===== src/rtl/spi_target.sv =====
// SPI mode-0 target: oversampled pins, one-word TX holding register,
// multi-word frames while cs_n stays low.
module spi_target #(
   parameter int DATA_WIDTH  = 8,
   parameter int SYNC_STAGES = 2
) (
   input  logic                  clk,
   input  logic                  rst,
   input  logic                  sclk,
   input  logic                  mosi,
   input  logic                  cs_n,
   output logic                  miso,
   input  logic [DATA_WIDTH-1:0] tx_data,
   input  logic                  tx_valid,
   output logic                  tx_ready,
   output logic [DATA_WIDTH-1:0] rx_data,
   output logic                  rx_valid,
   output logic                  busy,
   output logic                  tx_underrun,
   output logic                  frame_err
);

   localparam int CW = (DATA_WIDTH > 2) ? $clog2(DATA_WIDTH) : 1;
   localparam logic [CW-1:0] LAST = CW'(DATA_WIDTH - 1);

   typedef enum logic {IDLE, ACTIVE} state_t;

   state_t state, state_nxt;

   logic [SYNC_STAGES-1:0] sclk_q, mosi_q, cs_q;
   logic                   sclk_d, cs_d;
   logic                   sclk_s, mosi_s, cs_s;
   logic                   sclk_rise, sclk_fall, cs_rise, cs_fall;

   logic [DATA_WIDTH-1:0] tx_hold, tx_shift, rx_shift;
   logic                  hold_full, empty_load, word_done;
   logic [CW-1:0]         bit_cnt;
   logic                  accept, load, take;

   always_ff @(posedge clk or posedge rst) begin
      if (rst) begin
         sclk_q <= '0;
         mosi_q <= '0;
         cs_q   <= '0;
         sclk_d <= 1'b0;
         cs_d   <= 1'b0;
      end else begin
         sclk_q <= {sclk_q[SYNC_STAGES-2:0], sclk};
         mosi_q <= {mosi_q[SYNC_STAGES-2:0], mosi};
         cs_q   <= {cs_q[SYNC_STAGES-2:0], cs_n};
         sclk_d <= sclk_s;
         cs_d   <= cs_s;
      end
   end

   assign sclk_s    = sclk_q[SYNC_STAGES-1];
   assign mosi_s    = mosi_q[SYNC_STAGES-1];
   assign cs_s      = cs_q[SYNC_STAGES-1];
   assign sclk_rise = sclk_s & ~sclk_d;
   assign sclk_fall = ~sclk_s & sclk_d;
   assign cs_rise   = cs_s & ~cs_d;
   assign cs_fall   = ~cs_s & cs_d;

   assign accept = tx_valid & ~hold_full;
   assign load   = (state == IDLE && cs_fall) ||
                   (state == ACTIVE && !cs_rise && sclk_fall &&
                    bit_cnt == '0 && word_done);
   assign take   = load & hold_full;

   always_ff @(posedge clk or posedge rst) begin
      if (rst) state <= IDLE;
      else     state <= state_nxt;
   end

   always_comb begin
      state_nxt = state;
      unique case (state)
         IDLE:    if (cs_fall) state_nxt = ACTIVE;
         ACTIVE:  if (cs_rise) state_nxt = IDLE;
         default: state_nxt = IDLE;
      endcase
   end

   always_comb begin
      miso = 1'b0;
      busy = 1'b0;
      if (state == ACTIVE) begin
         miso = tx_shift[DATA_WIDTH-1];
         busy = 1'b1;
      end
   end

   assign tx_ready = ~hold_full;

   always_ff @(posedge clk or posedge rst) begin
      if (rst) begin
         tx_hold   <= '0;
         hold_full <= 1'b0;
      end else if (take) begin
         hold_full <= 1'b0;
      end else if (accept) begin
         tx_hold   <= tx_data;
         hold_full <= 1'b1;
      end
   end

   // Underrun is reported when the empty word actually starts clocking,
   // so the idle reload after a frame's last bit stays silent.
   always_ff @(posedge clk or posedge rst) begin
      if (rst) begin
         tx_shift    <= '0;
         rx_shift    <= '0;
         rx_data     <= '0;
         bit_cnt     <= '0;
         empty_load  <= 1'b0;
         word_done   <= 1'b0;
         rx_valid    <= 1'b0;
         tx_underrun <= 1'b0;
         frame_err   <= 1'b0;
      end else begin
         rx_valid    <= 1'b0;
         tx_underrun <= 1'b0;
         frame_err   <= 1'b0;
         if (load) begin
            tx_shift   <= hold_full ? tx_hold : '0;
            empty_load <= ~hold_full;
            word_done  <= 1'b0;
            bit_cnt    <= '0;
         end else if (state == ACTIVE) begin
            if (cs_rise) begin
               frame_err  <= (bit_cnt != '0);
               bit_cnt    <= '0;
               word_done  <= 1'b0;
               empty_load <= 1'b0;
            end else if (sclk_rise) begin
               rx_shift <= {rx_shift[DATA_WIDTH-2:0], mosi_s};
               if (bit_cnt == '0 && empty_load) begin
                  tx_underrun <= 1'b1;
                  empty_load  <= 1'b0;
               end
               if (bit_cnt == LAST) begin
                  rx_data   <= {rx_shift[DATA_WIDTH-2:0], mosi_s};
                  rx_valid  <= 1'b1;
                  bit_cnt   <= '0;
                  word_done <= 1'b1;
               end else begin
                  bit_cnt <= bit_cnt + CW'(1);
               end
            end else if (sclk_fall && bit_cnt != '0) begin
               tx_shift <= {tx_shift[DATA_WIDTH-2:0], 1'b0};
            end
         end
      end
   end

endmodule


===== config.mk =====
export PLATFORM = sky130hd
export DESIGN_NAME = spi_target
export DESIGN_NICKNAME = d
export VERILOG_FILES = /design/src/rtl/spi_target.sv
export SDC_FILE = /design/constraint.sdc
export NUM_CORES = 1
export LEC_CHECK = 0
export CAP_MARGIN = 10
export CORE_UTILIZATION = 50
export CTS_BUF_LIST = sky130_fd_sc_hd__clkbuf_8
export DETAILED_ROUTE_END_ITERATION = 12
export PLACE_DENSITY = 0.87
export RECOVER_POWER = 100
export SYNTH_ARGS = -nofsm -noshare
export SYNTH_HDL_FRONTEND = slang
export SYNTH_SLANG_ARGS = --single-unit
export TNS_END_PERCENT = 100

===== constraint.sdc =====
create_clock -name clk -period 1.6 [get_ports clk]
set_input_delay 0.32 -clock clk [delete_from_list [all_inputs] [get_ports clk]]
set_output_delay 0.32 -clock clk [all_outputs]
set_load 0.005 [all_outputs]

# After elaboration in Yosys (flattened, before gate mapping)
# Index checks and enable logic that the tools add are counted.
[op_classes]
n_addsub = 1
eq_ne = 3
muxes = 41
bitwise = 15
reduce_logical = 24
[op_table]
columns = ["cell", "n"]
rows = [
  ["8-bit 2-to-1 mux", 6],
  ["1-bit 2-to-1 mux", 29],
  ["3-bit 2-to-1 mux", 5],
  ["3-bit nonzero test", 4],
  ["1-bit inverter", 9],
  ["4-bit AND reduction", 2],
  ["1-bit logical AND", 7],
  ["1-bit bitwise AND", 6],
  ["3-bit AND reduction", 2],
  ["2-bit nonzero test", 3],
  ["5-bit AND reduction", 1],
  ["2-bit by 1-bit inequality test with 1-bit output, second input constant", 2],
  ["2-bit AND reduction", 2],
  ["3-bit by 1-bit adder with 3-bit output, second input constant", 1],
  ["3-bit equality test, second input constant", 1],
  ["3-bit zero test", 1],
  ["1-bit case mux with 2 select lines", 1],
  ["1-bit zero test", 1],
  ["1-bit logical OR", 1],
]
[totals]
regBits = 49
input_bits = 14
output_inout_bits = 14
wordCells = 101

# Depth between registers and ports, before layout
[logic_depth]
word_depth = 11
depth_mapped = 7
ltp_nobuf = 6

# Least setup slack after synthesis
# No wires, ideal clock.
[synth_path]
path_type = "register to register"
start = "register bit_cnt[0]"
end = "register tx_shift[1]"
setup_time_ns = 0.079
arrival_time_ns = 1.416
t_required_ns = 1.521
setup_slack_ns = 0.105
stages_incl_launch_ff = 8
n_path_buf = 1
period_less_slack_ns = 1.495
cell_sequence = "dfrtp_1 -> inv_1 -> ha_1 -> nor2b_1 -> o2111ai_2 -> o21ai_2 -> buf_6 -> mux2i_1"
[synth_between]
elab_chain_cells = 6
word_cells_on_any_way = 12
cone_classes = "eq/ne (2); mux (1); reduce/logical (9)"
[synth_rtl]
columns = ["item", "line_no", "text"]
rows = [
  ["start: declaration", "37", "logic [CW-1:0] bit_cnt;"],
  ["start signal: assignment", "147", "bit_cnt <= bit_cnt + CW'(1);"],
  ["3-bit zero test", "67", "bit_cnt == '0 && word_done);"],
  ["1-bit logical AND", "66", "(state == ACTIVE && !cs_rise && sclk_fall &&"],
  ["1-bit logical AND", "67", ""],
  ["1-bit logical OR", "65", "assign load = (state == IDLE && cs_fall) ||"],
  ["2-bit by 1-bit inequality test with 1-bit output (no line) / 2-bit nonzero test (equally long branches)", "n/a", ""],
  ["4-bit AND reduction (no line)", "n/a", ""],
  ["end signal: assignment", "125", "tx_shift <= hold_full ? tx_hold : '0;"],
  ["end signal: assignment", "150", "tx_shift <= {tx_shift[DATA_WIDTH-2:0], 1'b0};"],
  ["end: declaration", "35", "logic [DATA_WIDTH-1:0] tx_hold, tx_shift, rx_shift;"],
]
# Several ways; a longest one is shown, not always the timed one.
# A chain may end at the register's enable or synchronous reset.

# Worst setup path in the final report
[layout_path]
start = "register tx_underrun"
end = "output port tx_underrun"
[layout_rtl]
columns = ["item", "line_no", "text"]
rows = [
  ["start: declaration", "19", "output logic tx_underrun,"],
  ["start signal: assignment", "118", "tx_underrun <= 1'b0;"],
  ["start signal: assignment", "122", "tx_underrun <= 1'b0;"],
  ["start signal: assignment", "138", "tx_underrun <= 1'b1;"],
]
# No word-level cell between the ends.

==> reports/metrics.yaml <==
first_iter_violations: 61
min_path_type: "register to register"
slowest_stage: "dlygate4sd3_1"
synth_fp_nets: 177
die_y_um: 65.6
dp_hpwl_mm: 2.29
clockBufferDepth: 2
grt_pass1_wl_mm: 5.56
cp.arrival_ns: 1.23
die_x_um: 65.6
grt_pass1_vias: 1249
cts_tree: "yes"
cp_cell_sequence: "dlygate4sd3_1"
drv_cap: 0
fin_nets: 214
fillers: 256
overflow: 0
critPathKind: "register to output pin"
firstDrtPassIters: 4
clock_sink_count: 49
utilization_pct: 66.5
clk_latency_ns: 0.30
root_buffer: "clkbuf_8"
vdd.ir_drop.worst_v: 0.000689
tightest_slew_ns: 1.04
num_vias: 1243
slew_viol_final: 0
via_per_inst: 5.05
status: "completed"
postCtsHoldBufs: 0
fmax_ghz: 0.647
die_area_um2: 4300
ios: 28
max_stage_delay_ns: 0.56
required_ns: 1.28
hold_viol_final: 0
tns_ns: 0
finalPower_uw: 3050
layout_common_cells: "49 x dfrtp_1, 36 x nand2_1, 19 x clkdlybuf4s50_1, 16 x mux2i_1"
synth_cell_types: 29
fin_crit_sh_pct: 96.6
port_buffers: 27
grt_max_degree: 50
drc: 0
cellPowerDensity_nw_per_um2: 1220
post-place-ws_ns: -0.0370
routedWlPerCell_um: 13.4
core_area_um2: 3770
worst-path-max-fanout: 1
yosys_warnings: 0
num_rows: 22
p_leak_uw: 0.00127
clk_pin_slew_ns: 0.08
final_antenna_net_count: 0
fin_crit_ns: 1.55
area_growth_pct: 23.9
synthCells: 160
seq_area_frac_synth_pct: 60.6
track_usage_pct: 17.5
critical_path_buf_inv_count: 1
setup_slack_ns: 0.0544
wirelength_mm: 3.30
setup_viol: 0
n_antenna_cell: 0
drive_above_1_share_pct: 19.2
finClkSkew_ns: 0.00446
max_slew_margin_pct: 30.4
cts_max_level: 2
netlist_area_um2: 2020
start_util_pct: 53.6
final_common_cell: "dfrtp_1"
numCtsBuffers: 5
cp_top_family: "buffers and inverters"
ys_ff_latch: 49
antenna_found_initial: 0
gp_congestion: 0.813
cp-start-kind: "register"
grt_setup_unrepaired: "false"
avgSynthCellArea_um2: 12.6
endpoint_kind: "output pin"
[power breakdown]
| group | switching (uW) | internal (uW) |
|---|---|---|
| logic | 310 | 370 |
| clock network | 381 | 297 |
| registers | 168 | 1520 |
[through the flow]
stage	hold WS (ns)	area [um2]	cells
finish	0.355	2510	246
global route	0.367	2510	246
CTS	0.356	2480	244
detailed placement	0.337	2390	236
global placement	0.333	2390	236
floorplan	0.331	2020	160
[per-layer routing]
| layer | global-route usage [%] | up-vias | part of all wire [%] |
|---|---|---|---|
| li1 | - | 604 | - |
| met1 | 21.7 | 604 | 44 |
| met5 | 0 | - | 0 |
| met3 | 5.38 | 5 | 4.0 |
| met4 | 6.79 | 0 | 1.5 |
| met2 | 28.6 | 30 | 51 |
[worst paths after layout]
path                                        start                       to  slack [ns]  cells after the start
max                         tx_underrun$_DFF_PP0_              tx_underrun        0.05                      1
min                           mosi_q[0]$_DFF_PP0_      mosi_q[1]$_DFF_PP0_        0.36                      0
max reg2reg                bit_cnt[0]$_DFFE_PP0P_  tx_shift[5]$_DFFE_PP0P_        0.06                      7
min reg2reg                   mosi_q[0]$_DFF_PP0_      mosi_q[1]$_DFF_PP0_        0.36                      0
max in group asynchronous                     rst         sclk_d$_DFF_PP0_        0.29                      3
min in group asynchronous                     rst   rx_data[1]$_DFFE_PP0P_        0.66                      3
[final cells by class]
| cell class | instances | area, um2 | share of cell area (%) |
|---|---|---|---|
| Sequential cell | 49 | 1230 | 48.9 |
| Multi-Input combinational cell | 100 | 764 | 30.5 |
| Inverter | 6 | 22.5 | 0.899 |
| Timing Repair Buffer | 35 | 349 | 13.9 |
| Tap cell | 48 | 60.1 | 2.40 |
| Clock buffer | 5 | 68.8 | 2.75 |
| Clock inverter | 3 | 15.0 | 0.599 |
[synthesized netlist by cell type]
cell type / instances / area share (%)
nand2b_1: 1 / 0.31
o21ai_2: 1 / 0.43
nand4_2: 1 / 0.62
mux2_4: 8 / 5.9
maj3_1: 1 / 0.49
nand2_1: 36 / 6.7
nor2b_1: 5 / 1.5
o21ai_0: 2 / 0.49
and2_1: 2 / 0.62
nand2_4: 1 / 0.56
nand3b_1: 1 / 0.37
o2111ai_2: 1 / 0.74
nor2_1: 2 / 0.37
o21ai_1: 4 / 0.99
and3_1: 2 / 0.62
nand3_1: 1 / 0.25
nand2b_2: 1 / 0.43
buf_6: 1 / 0.56
dfrtp_1: 49 / 61
ha_1: 3 / 1.9
buf_4: 1 / 0.37
a21oi_1: 1 / 0.25
buf_2: 2 / 0.49
mux2i_1: 16 / 7.9
o21bai_1: 1 / 0.37
clkbuf_1: 1 / 0.19
mux2_2: 8 / 4.5
inv_1: 6 / 1.1
and3_2: 1 / 0.37
[registers in the layout, summed over array words and instances (netlist names)]
signal,cells
bit_cnt,3
cs_d,1
cs_q,2
empty_load,1
frame_err,1
hold_full,1
mosi_q,2
rx_data,8
rx_shift,7
rx_valid,1
sclk_d,1
sclk_q,2
state,1
tx_hold,8
tx_shift,8
tx_underrun,1
word_done,1
[cells by family (layout without fill, tap and decap cells)]
family,Yosys count,in the layout,share of synthesized area [%]
AND/OR/NAND/NOR,54,54,12.7
flip-flops,49,49,60.6
multiplexers,32,32,18.3
buffers and inverters,11,49,2.72
AO/OA/AOI/OAI,10,10,3.28
adder cells (fa/ha/maj),4,4,2.35
[timing repair]
action / CTS / global route
cloned: 0 / 1
endpoints found under the setup margin: 10 / 10
setup buffers: 0 / 1
hold endpoints to repair: 0 / 0
resized for setup: 2 / 6
Note: power is estimated with default switching activity, not from simulation.
